[config.mk]
export PLATFORM = sky130hd
export DESIGN_NAME = multicycle_controller
export DESIGN_NICKNAME = d
export VERILOG_FILES = /design/src/rtl/multicycle_controller.sv
export SDC_FILE = /design/constraint.sdc
export NUM_CORES = 1
export LEC_CHECK = 0
export CORE_ASPECT_RATIO = 0.7
export CORE_MARGIN = 2
export CORE_UTILIZATION = 35
export DETAILED_ROUTE_END_ITERATION = 7
export PLACE_DENSITY = 0.72
export SLEW_MARGIN = 20
export SYNTH_ARGS = -nofsm -noshare
export SYNTH_HDL_FRONTEND = slang
export SYNTH_SLANG_ARGS = --single-unit
[constraint.sdc]
create_clock -name clk -period 2.8 [get_ports clk]
set_clock_uncertainty 0.1 [all_clocks]
set_input_delay 0.84 -clock clk [delete_from_list [all_inputs] [get_ports clk]]
set_output_delay 0.84 -clock clk [all_outputs]
set_load 0.02 [all_outputs]
[src/rtl/multicycle_controller.sv]
// Moore control FSM for the multicycle ARM datapath: sequences fetch/decode/execute,
// owns the NZCV flag register and gates every architectural write by the latched condition.
module multicycle_controller (
  input  logic       clk,
  input  logic       reset,
  input  logic [3:0] cond,
  input  logic [1:0] op,
  input  logic [5:0] funct,
  input  logic [3:0] rd,
  input  logic [3:0] alu_flags,
  output logic       pc_write,
  output logic       ir_write,
  output logic       reg_write,
  output logic       mem_write,
  output logic       adr_src,
  output logic       alu_src_a,
  output logic [1:0] alu_src_b,
  output logic [1:0] result_src,
  output logic [1:0] alu_control,
  output logic [1:0] imm_src,
  output logic [1:0] reg_src,
  output logic [3:0] state,
  output logic       N,
  output logic       Z,
  output logic       CO,
  output logic       OVF
);

  typedef enum logic [3:0] {
    StFetch  = 4'd0,
    StDecode = 4'd1,
    StMemAdr = 4'd2,
    StMemRd  = 4'd3,
    StMemWb  = 4'd4,
    StMemWr  = 4'd5,
    StExecR  = 4'd6,
    StExecI  = 4'd7,
    StAluWb  = 4'd8,
    StBranch = 4'd9
  } state_e;

  state_e     state_q, state_d;
  logic       condex, condex_q;
  logic [3:0] flags_q, flags_d;  // {N, Z, C, V}
  logic [1:0] cmd_alu;
  logic       cmd_valid, cmd_cmp, cmd_cv;
  logic       flag_we, rd_pc;

  assign rd_pc = (rd == 4'hF);

  // Condition check against the registered flags.
  always_comb begin
    condex = 1'b0;
    unique case (cond)
      4'b0000: condex = flags_q[2];
      4'b0001: condex = ~flags_q[2];
      4'b0010: condex = flags_q[1];
      4'b0011: condex = ~flags_q[1];
      4'b0100: condex = flags_q[3];
      4'b0101: condex = ~flags_q[3];
      4'b0110: condex = flags_q[0];
      4'b0111: condex = ~flags_q[0];
      4'b1000: condex = flags_q[1] & ~flags_q[2];
      4'b1001: condex = ~flags_q[1] | flags_q[2];
      4'b1010: condex = (flags_q[3] == flags_q[0]);
      4'b1011: condex = (flags_q[3] != flags_q[0]);
      4'b1100: condex = ~flags_q[2] & (flags_q[3] == flags_q[0]);
      4'b1101: condex = flags_q[2] | (flags_q[3] != flags_q[0]);
      4'b1110: condex = 1'b1;
      default: condex = 1'b0;
    endcase
  end

  always_comb begin
    cmd_alu   = 2'b00;
    cmd_valid = 1'b0;
    cmd_cmp   = 1'b0;
    cmd_cv    = 1'b0;
    case (funct[4:1])
      4'b0100: begin cmd_alu = 2'b00; cmd_valid = 1'b1; cmd_cv = 1'b1; end
      4'b0010: begin cmd_alu = 2'b01; cmd_valid = 1'b1; cmd_cv = 1'b1; end
      4'b0000: begin cmd_alu = 2'b10; cmd_valid = 1'b1; end
      4'b1100: begin cmd_alu = 2'b11; cmd_valid = 1'b1; end
      4'b1010: begin cmd_alu = 2'b01; cmd_valid = 1'b1; cmd_cv = 1'b1; cmd_cmp = 1'b1; end
      default: ;
    endcase
  end

  // CMP writes flags regardless of S; unknown commands never do.
  assign flag_we = ((state_q == StExecR) || (state_q == StExecI)) && condex_q && cmd_valid &&
                   (funct[0] || cmd_cmp);

  always_comb begin
    flags_d = flags_q;
    if (flag_we) begin
      flags_d[3:2] = alu_flags[3:2];
      if (cmd_cv) flags_d[1:0] = alu_flags[1:0];
    end
  end

  always_comb begin
    state_d = StFetch;
    case (state_q)
      StFetch:  state_d = StDecode;
      StDecode: begin
        case (op)
          2'b00:   state_d = funct[5] ? StExecI : StExecR;
          2'b01:   state_d = StMemAdr;
          2'b10:   state_d = StBranch;
          default: state_d = StFetch;
        endcase
      end
      StMemAdr: state_d = funct[0] ? StMemRd : StMemWr;
      StMemRd:  state_d = StMemWb;
      StExecR:  state_d = StAluWb;
      StExecI:  state_d = StAluWb;
      default:  state_d = StFetch;
    endcase
  end

  always_ff @(posedge clk) begin
    if (reset) begin
      state_q  <= StFetch;
      flags_q  <= 4'b0000;
      condex_q <= 1'b0;
    end else begin
      state_q <= state_d;
      flags_q <= flags_d;
      if (state_q == StDecode) condex_q <= condex;
    end
  end

  always_comb begin
    pc_write    = 1'b0;
    ir_write    = 1'b0;
    reg_write   = 1'b0;
    mem_write   = 1'b0;
    adr_src     = 1'b0;
    alu_src_a   = 1'b0;
    alu_src_b   = 2'b00;
    result_src  = 2'b00;
    alu_control = 2'b00;
    case (state_q)
      StFetch: begin
        ir_write   = 1'b1;
        pc_write   = 1'b1;
        alu_src_a  = 1'b1;
        alu_src_b  = 2'b10;
        result_src = 2'b10;
      end
      StDecode: begin
        alu_src_a  = 1'b1;
        alu_src_b  = 2'b10;
        result_src = 2'b10;
      end
      StMemAdr: alu_src_b = 2'b01;
      StMemRd:  adr_src = 1'b1;
      StMemWb: begin
        result_src = 2'b01;
        reg_write  = condex_q;
        pc_write   = condex_q & rd_pc;
      end
      StMemWr: begin
        adr_src   = 1'b1;
        mem_write = condex_q;
      end
      StExecR: alu_control = cmd_alu;
      StExecI: begin
        alu_src_b   = 2'b01;
        alu_control = cmd_alu;
      end
      StAluWb: begin
        reg_write = condex_q & ~cmd_cmp;
        pc_write  = condex_q & ~cmd_cmp & rd_pc;
      end
      StBranch: begin
        alu_src_b  = 2'b01;
        result_src = 2'b10;
        pc_write   = condex_q;
      end
      default: ;
    endcase
  end

  assign imm_src = op;
  assign reg_src = {op == 2'b01, op == 2'b10};
  assign state   = state_q;
  assign N       = flags_q[3];
  assign Z       = flags_q[2];
  assign CO      = flags_q[1];
  assign OVF     = flags_q[0];

endmodule
==> Word-level counts from Yosys, hierarchy flattened <==
Cells that the tools add are included.
{ "totals": {"register_bits": 9, "latch_bits": 0, "mem_bits_rw": 0, "mem_bits_ro": 0, "out_inout_bits": 24, "word_cells": 84, "memories": 0} }
{ "op_classes": {"addsub": 0, "n_mul": 0, "div": 0, "order_cmp": 0, "eq_ne": 32, "n_shift": 0, "n_mux": 18, "bitwise_logic": 12, "n_reduce_logical": 18} }
{ "ops": {"columns": ["operator", "n"], "rows": [
  ["== test 4 bit, second input constant", 12],
  ["== test 4 x 3 -> 1 bit, second input constant", 9],
  ["== test 4 x 2 -> 1 bit, second input constant", 5],
  ["one-hot mux 4 bit (5 select lines)", 1],
  ["one-hot mux 1 bit (15 select lines)", 1],
  ["logical NOT 4 bit", 3],
  ["one-hot mux 4 bit (3 select lines)", 1],
  ["OR reduction 3 bit", 3],
  ["== test 4 x 1 -> 1 bit, second input constant", 2],
  ["two-way mux 1 bit", 8],
  ["one-hot mux 2 bit (2 select lines)", 2],
  ["OR reduction 2 bit", 4],
  ["one-hot mux 2 bit (3 select lines)", 1],
  ["bitwise AND 1 bit", 5],
  ["NOT 1 bit", 5],
  ["OR reduction 5 bit", 1],
  ["one-hot mux 1 bit (4 select lines)", 1],
  ["logical AND 1 bit", 3],
  ["two-way mux 3 bit", 1],
  ["== test 2 x 1 -> 1 bit, second input constant", 1],
  ["== test 2 bit, second input constant", 1],
  ["logical NOT 2 bit", 1],
  ["logical OR 1 bit", 2],
  ["two-way mux 2 bit", 1],
  ["other kinds (5)", 6]
]} }

==> Longest topological paths before layout <==
Gate-level depths: netlist of the first run.
{ "depth": {"ltp_word": 6, "depth_mapped": 5} }

==> Worst setup path before layout of the first run <==
OpenSTA, ideal clock, no wires.
{ "synth_path": {"path_kind": "input to output", "start": "input port funct[1]", "end": "output port alu_control[1]", "arrival_ps": 1699, "required_time_ps": 1860, "path_slack_ps": 161, "cell_stages": 2, "path_buffers": 0, "cell_sequence": "or3_1 > nor3_1"} }
{ "synth_between": {"elab_chain_len": 4} }
{ "synth_rtl": {"columns": ["element", "line_no", "rtl"], "rows": [
  ["start: declaration", "8", "input logic [5:0] funct,"],
  ["== test 4 bit or == test 4 x 2 -> 1 bit (tied branches)", "79", "case (funct[4:1])"],
  ["OR reduction 2 bit (no source line)", null, null],
  ["one-hot mux 2 bit (3 select lines) *", "79", null],
  ["two-way mux 2 bit *", "143", "case (state_q)"],
  ["end: declaration", "19", "output logic [1:0] alu_control,"]
]} }
Every way passes the cells marked *; elsewhere a longest branch is shown, timed or not.

==> Worst setup path in the final report of the first run <==
{ "layout_path": {"start": "input port funct[1]", "end": "output port pc_write"} }
{ "layout_between": {"elab_chain_len": 6} }
{ "layout_rtl": {"columns": ["element", "line_no", "rtl"], "rows": [
  ["== test 4 bit", "79", null],
  ["two-way mux 1 bit", "79", null],
  ["NOT 1 bit", "174", "pc_write = condex_q & ~cmd_cmp & rd_pc;"],
  ["bitwise AND 1 bit (2 in a row)", "174", null],
  ["one-hot mux 1 bit (4 select lines)", "143", null],
  ["end: declaration", "11", "output logic pc_write,"]
]} }
Every way passes these cells.

==> results.sh, run 1 <==
export IMPL_initial_core_util_pct=37.0
export IMPL_slew_limit_headroom_pct=68.3
export IMPL_fin_crit_ns=2.79
export IMPL_path_max_fanout=2
export IMPL_synth_top_area_share_pct=19.8
export IMPL_async_flop_share_pct=0
export IMPL_ff2ff_path_depth=5
export IMPL_die_y_um=46.7
export IMPL_drt_iter0_drc=60
export IMPL_drive_gt1_share_pct=26.1
export IMPL_worstPathArrival_ns=1.85
export IMPL_cts_buffer_depth=2
export IMPL_hold_depth=2
export IMPL_r2r_setup_slack_ns=1.12
export IMPL_die_x_um=64.9
export IMPL_diodes=0
export IMPL_synth_edf_count=0
export IMPL_power_density_nw_per_um2=318
export IMPL_worstSkewPairLatency_ns=0.24
export IMPL_via_count=1130
export IMPL_grt_max_degree=16
export IMPL_hp_start="flags_q[1]$_SDFFE_PP0P_"
export IMPL_viasPerCell=5.28
export IMPL_placed_area_sq_um=1470
export IMPL_grt_pass1_vias=1012
export IMPL_cts_tree="done"
export IMPL_yosysSeqAreaShare_pct=19.8
export IMPL_final_hold_viol_count=0
export IMPL_leakagePower_nw=0.621
export IMPL_clkPwrFrac_pct=31.4
export IMPL_rsz0062_at_grt="true"
export IMPL_ant_nets=0
export IMPL_final_common_cell="clkdlybuf4s50_1"
export IMPL_crit_path_start="funct[1]"
export IMPL_synth_largest_area_cell="dfxtp_1"
export IMPL_max_vdd_ir_drop_mv=0.144
export IMPL_syn_area_per_cell_sq_um=7.46
export IMPL_grt_util_all_layers_pct=20.2
export IMPL_dp_hpwl_um=2260
export IMPL_stdcell_count=214
export IMPL_synthTopCellsByArea="dfxtp_1 (20%), nor2b_1 (5.5%), nor3_1 (5.0%)"
export IMPL_ys_types=46
export IMPL_critPathCaptureType="primary output"
export IMPL_maxSlewViolCount=0
export IMPL_internal_power_uw=335
export IMPL_final_cell_mix="clkdlybuf4s50_1 (28), buf_4 (17), nor2_1 (9)"
export IMPL_setup_tns_ns=0
export IMPL_grt_pass1_wl_um=4570
export IMPL_power_switching_uw=157
export IMPL_gp_congestion=0.836
export IMPL_remaining_drc_errors=0
export IMPL_wl_per_cell_um=14.3
export IMPL_switching_share_pct=32.0
export IMPL_syn_nets=144
export IMPL_core_area_sq_um=2460
export IMPL_pre_cts_ws_ns=-0.791
export IMPL_synthToLayoutAreaGrowth_pct=69.9
export IMPL_antenna_found_initial=0
export IMPL_startpoint_type="input pin"
export IMPL_synth_ff_type="dfxtp_1"
export IMPL_timing_fmax_mhz=359
export IMPL_cts_htree_levels=1
export IMPL_fin_total_pwr_uw=492
export IMPL_cts_root_buf="clkbuf_8"
export IMPL_setup_viol=0
export IMPL_max_cap_violations=0
export IMPL_routed_wl_um=3050
export IMPL_crit_required_ns=1.86
export IMPL_netlist_area_sq_um=910
export IMPL_dp_cells=208
export IMPL_combPwrFrac_pct=39.7
export IMPL_yosysWarnings=0
export IMPL_clock_sinks=9
export IMPL_fin_util_pct=62.8
export IMPL_final_setup_worst_slack_ns=0.0140
export IMPL_status="finished clean"
export IMPL_synth_seq_cells=9
export IMPL_cts_made_buffers=3
export IMPL_worstSetupPathType="in -> out"
export IMPL_nets=203
export IMPL_power_frac_seq_pct=28.9
export IMPL_io_pins=46
export IMPL_worst_pin_slew_ns=0.473
export IMPL_rows=15
export IMPL_min_path_type="reg -> reg"
export IMPL_fin_area_sq_um=1550
export IMPL_first_pass_iters=4
export IMPL_whs_ns=0.434
export IMPL_r2r_start="state[1]$_SDFF_PP0_"
export IMPL_period_share_pct=99.5
export IMPL_io_buffers=45
export IMPL_synth_cells=122
export IMPL_die_area_sq_um=3030
export IMPL_cts_reportedPaths_clkPinSlew_ns=0.05
export IMPL_grt_ovfl_total=0
-- logic make-up after synthesis --
group	synth area share (%)
compound gates	24.9
xor+xnor	5.78
buf+inv	7.29
flops	19.8
mux	1.10
simple gates	41.1
-- power by group through the flow --
stage / combinational [mW] / sequential, mW / clock (mW)
2_1_floorplan: 0.0910 / 0.144 / 0
3_3_place_gp: 0.189 / 0.144 / 0
3_5_place_dp: 0.193 / 0.143 / 0
4_1_cts: 0.189 / 0.141 / 0.160
5_1_grt: 0.207 / 0.143 / 0.166
6_report: 0.195 / 0.142 / 0.154
-- cells in the mapped netlist (all sizes together), types with 2 or more instances --
| cell type | count |
|---|---|
| a21o | 2 |
| a21oi | 8 |
| a22oi | 3 |
| and3 | 2 |
| and4bb | 2 |
| buf | 5 |
| clkbuf | 4 |
| dfxtp | 9 |
| inv | 3 |
| nand2 | 5 |
| nand2b | 3 |
| nand3 | 5 |
| nand4 | 4 |
| nor2 | 9 |
| nor2b | 8 |
| nor3 | 9 |
| nor4bb | 3 |
| o21ai | 8 |
| o31ai | 2 |
| or3 | 2 |
| xor2 | 5 |
-- final timing paths --
kind	end
worst min register to register	flags_q[1]$_SDFFE_PP0P_
worst max register to register	condex_q$_SDFFE_PP0P_
worst max-delay path	pc_write
worst min-delay path	flags_q[1]$_SDFFE_PP0P_
-- metal layers --
layer / vias up / routed length [um] / GRT usage (%)
li1: 571 / - / -
met1: 526 / 1380 / 24.8
met5: - / 0 / 0
met3: 7 / 136 / 5.87
met4: 0 / 42 / 8.94
met2: 26 / 1490 / 33.6
-- area by class of cell --
| cell class | instances | area, sq um |
|---|---|---|
| Inverter | 3 | 11.3 |
| Timing Repair Buffer | 63 | 581 |
| Tap cell | 34 | 42.5 |
| Clock buffer | 4 | 45.0 |
| Sequential cell | 9 | 183 |
| Fill cell | 231 | 913 |
| Multi-Input combinational cell | 101 | 683 |
-- sequential cells by signal (all words and copies together), names as in the netlist --
register  count
flags_q       4
condex_q      1
state         4
-- worst max-delay path: stages --
cell and delay [ns]:
buf_6 0.09, and4bb_2 0.33, o21ai_2 0.07, a31o_2 0.23, a21o_1 0.16, buf_6 0.12
-- repair_timing --
action | in CTS | in global routing
resized for setup | 54 | 12
setup buffers | 2 | 0
pin swaps | 9 | 2
gates cloned | 0 | 0
hold buffers | 0 | 0
endpoints found under the setup margin | 9 | 7
(Power assumes the default switching activity.)
==> run 2, diff against run 1 <==
--- a/config.mk
+++ b/config.mk
@@ -8,8 +8,10 @@
 export CORE_ASPECT_RATIO = 0.7
 export CORE_MARGIN = 2
 export CORE_UTILIZATION = 35
+export CTS_CLUSTER_DIAMETER = 40
 export DETAILED_ROUTE_END_ITERATION = 7
 export PLACE_DENSITY = 0.72
+export RECOVER_POWER = 25
 export SLEW_MARGIN = 20
 export SYNTH_ARGS = -nofsm -noshare
 export SYNTH_HDL_FRONTEND = slang
==> results.sh, run 2 (synthesis results as in run 1) <==
export IMPL_clock_sinks=9
export IMPL_antenna_found_initial=0
export IMPL_path_max_fanout=2
export IMPL_slew_limit_headroom_pct=68.3
export IMPL_via_count=1130
export IMPL_synthToLayoutAreaGrowth_pct=69.9
export IMPL_hold_depth=2
export IMPL_cts_tree="done"
export IMPL_multi_input_area_sq_um=683
export IMPL_final_setup_worst_slack_ns=0.0140
export IMPL_worstSkewPairLatency_ns=0.24
export IMPL_final_hold_viol_count=0
export IMPL_power_density_nw_per_um2=318
export IMPL_maxSlewViolCount=0
export IMPL_routed_wl_um=3050
export IMPL_setup_viol=0
export IMPL_fin_total_pwr_uw=491
export IMPL_grt_pass1_wl_um=4570
export IMPL_fin_util_pct=62.8
export IMPL_whs_ns=0.434
export IMPL_final_cell_mix="clkdlybuf4s50_1 (27), buf_4 (17), nor2_1 (9)"
export IMPL_initial_core_util_pct=37.0
export IMPL_period_share_pct=99.5
export IMPL_wl_per_cell_um=14.3
export IMPL_status="finished clean"
export IMPL_worstSetupPathType="in -> out"
export IMPL_timing_fmax_mhz=359
export IMPL_remaining_drc_errors=0
export IMPL_grt_util_all_layers_pct=20.2
export IMPL_crit_path_cell_trace="buf_6, and4bb_2, o21ai_2, a31o_2, a21o_1, buf_6"
export IMPL_dp_hpwl_um=2260
export IMPL_pre_cts_ws_ns=-0.791
export IMPL_seqCellArea_sq_um=183
export IMPL_ant_nets=0
export IMPL_dr_wl_met3_um=136
export IMPL_drive_gt1_share_pct=26.1
export IMPL_core_area_sq_um=2460
export IMPL_die_area_sq_um=3030
export IMPL_io_buffers=45
export IMPL_reg2reg_to="condex_q$_SDFFE_PP0P_"
export IMPL_r2r_start="state[1]$_SDFF_PP0_"
export IMPL_drt_iter0_drc=60
export IMPL_nets=203
export IMPL_worstPathArrival_ns=1.85
export IMPL_critPathCaptureType="primary output"
export IMPL_startpoint_type="input pin"
export IMPL_cts_made_buffers=3
export IMPL_diodes=0
export IMPL_hp_start="flags_q[1]$_SDFFE_PP0P_"
export IMPL_die_x_um=64.9
export IMPL_fillers=231
export IMPL_cts_buffer_depth=2
export IMPL_max_vdd_ir_drop_mv=0.144
export IMPL_worst_pin_slew_ns=0.473
export IMPL_ff2ff_path_depth=5
export IMPL_crit_required_ns=1.86
export IMPL_maxUsedRoutingLayer="met4"
export IMPL_first_pass_iters=4
export IMPL_crit_top_cell="buf_6"
export IMPL_grt_pass1_vias=1012
export IMPL_crit_slowest_cell="and4bb_2"
export IMPL_min_to="flags_q[1]$_SDFFE_PP0P_"
export IMPL_viasPerCell=5.28
export IMPL_final_common_cell="clkdlybuf4s50_1"
export IMPL_grt_ovfl_total=0
export IMPL_r2r_setup_slack_ns=1.12
export IMPL_leakagePower_nw=0.621
export IMPL_cts_reportedPaths_clkPinSlew_ns=0.05
export IMPL_max_cap_violations=0
export IMPL_cts_htree_levels=1
export IMPL_die_y_um=46.7
export IMPL_min_path_type="reg -> reg"
export IMPL_gp_congestion=0.836
export IMPL_fin_crit_ns=2.79
export IMPL_rsz0062_at_grt="true"
export IMPL_io_pins=46
export IMPL_cts_root_buf="clkbuf_8"
export IMPL_cp_slowest_stage_delay_ns=0.33
export IMPL_wl_met2_um=1490
export IMPL_grt_max_degree=16
export IMPL_rows=15
export IMPL_wl_met1_um=1380
-- run 2: what timing repair did --
item	CTS	global route
hold buffers	0	0
setup buffers	2	0
gates resized for setup	54	12
endpoints found under the setup margin	9	7
cloned	0	0
pin swaps	9	2
-- run 2: area by class of cell --
type                       instances  share of cell area, %
timing repair buffer              63                   37.6
multi-input combinational        101                   44.2
tap                               34                   2.75
sequential                         9                   11.8
inverter                           3                  0.729
clock buffer                       4                   2.91
-- run 2: worst max path at each step --
stage,cells after the start,endpoint,from
floorplan,2,alu_control[1],funct[1]
global placement,6,pc_write,funct[3]
detailed placement,6,pc_write,funct[3]
CTS,6,pc_write,funct[1]
global route,6,pc_write,funct[1]
finish,6,pc_write,funct[1]
-- run 2: routing by layer --
metal	GRT usage, %	up-vias
met5	0	-
met4	8.94	0
met3	5.87	7
met2	33.6	26
met1	24.8	526
li1	-	571
-- run 2: stage by stage --
| step | std cells | area [sq um] | TNS, ns |
|---|---|---|---|
| global placement | 208 | 1470 | -3.52 |
| floorplan | 122 | 910 | 0 |
| detailed placement | 208 | 1470 | -3.79 |
| CTS | 214 | 1520 | -0.0169 |
| global route | 214 | 1550 | -0.0135 |
| finish | 214 | 1550 | 0 |
-- run 2: critical path, delay by kind of cell --
kind / cells / cell delay, ns
AO/OA/AOI/OAI: 3 / 0.46
AND/OR/NAND/NOR: 1 / 0.33
buffers and inverters: 2 / 0.21
-- run 2: power by group --
| part | switching (mW) | leakage [nW] | internal [mW] | total (mW) |
|---|---|---|---|---|
| clock | 0.0550 | 0.0228 | 0.0995 | 0.154 |
| sequential | 0.00812 | 0.0738 | 0.134 | 0.142 |
| combinational | 0.0941 | 0.524 | 0.101 | 0.195 |
| total | 0.157 | 0.621 | 0.334 | 0.491 |
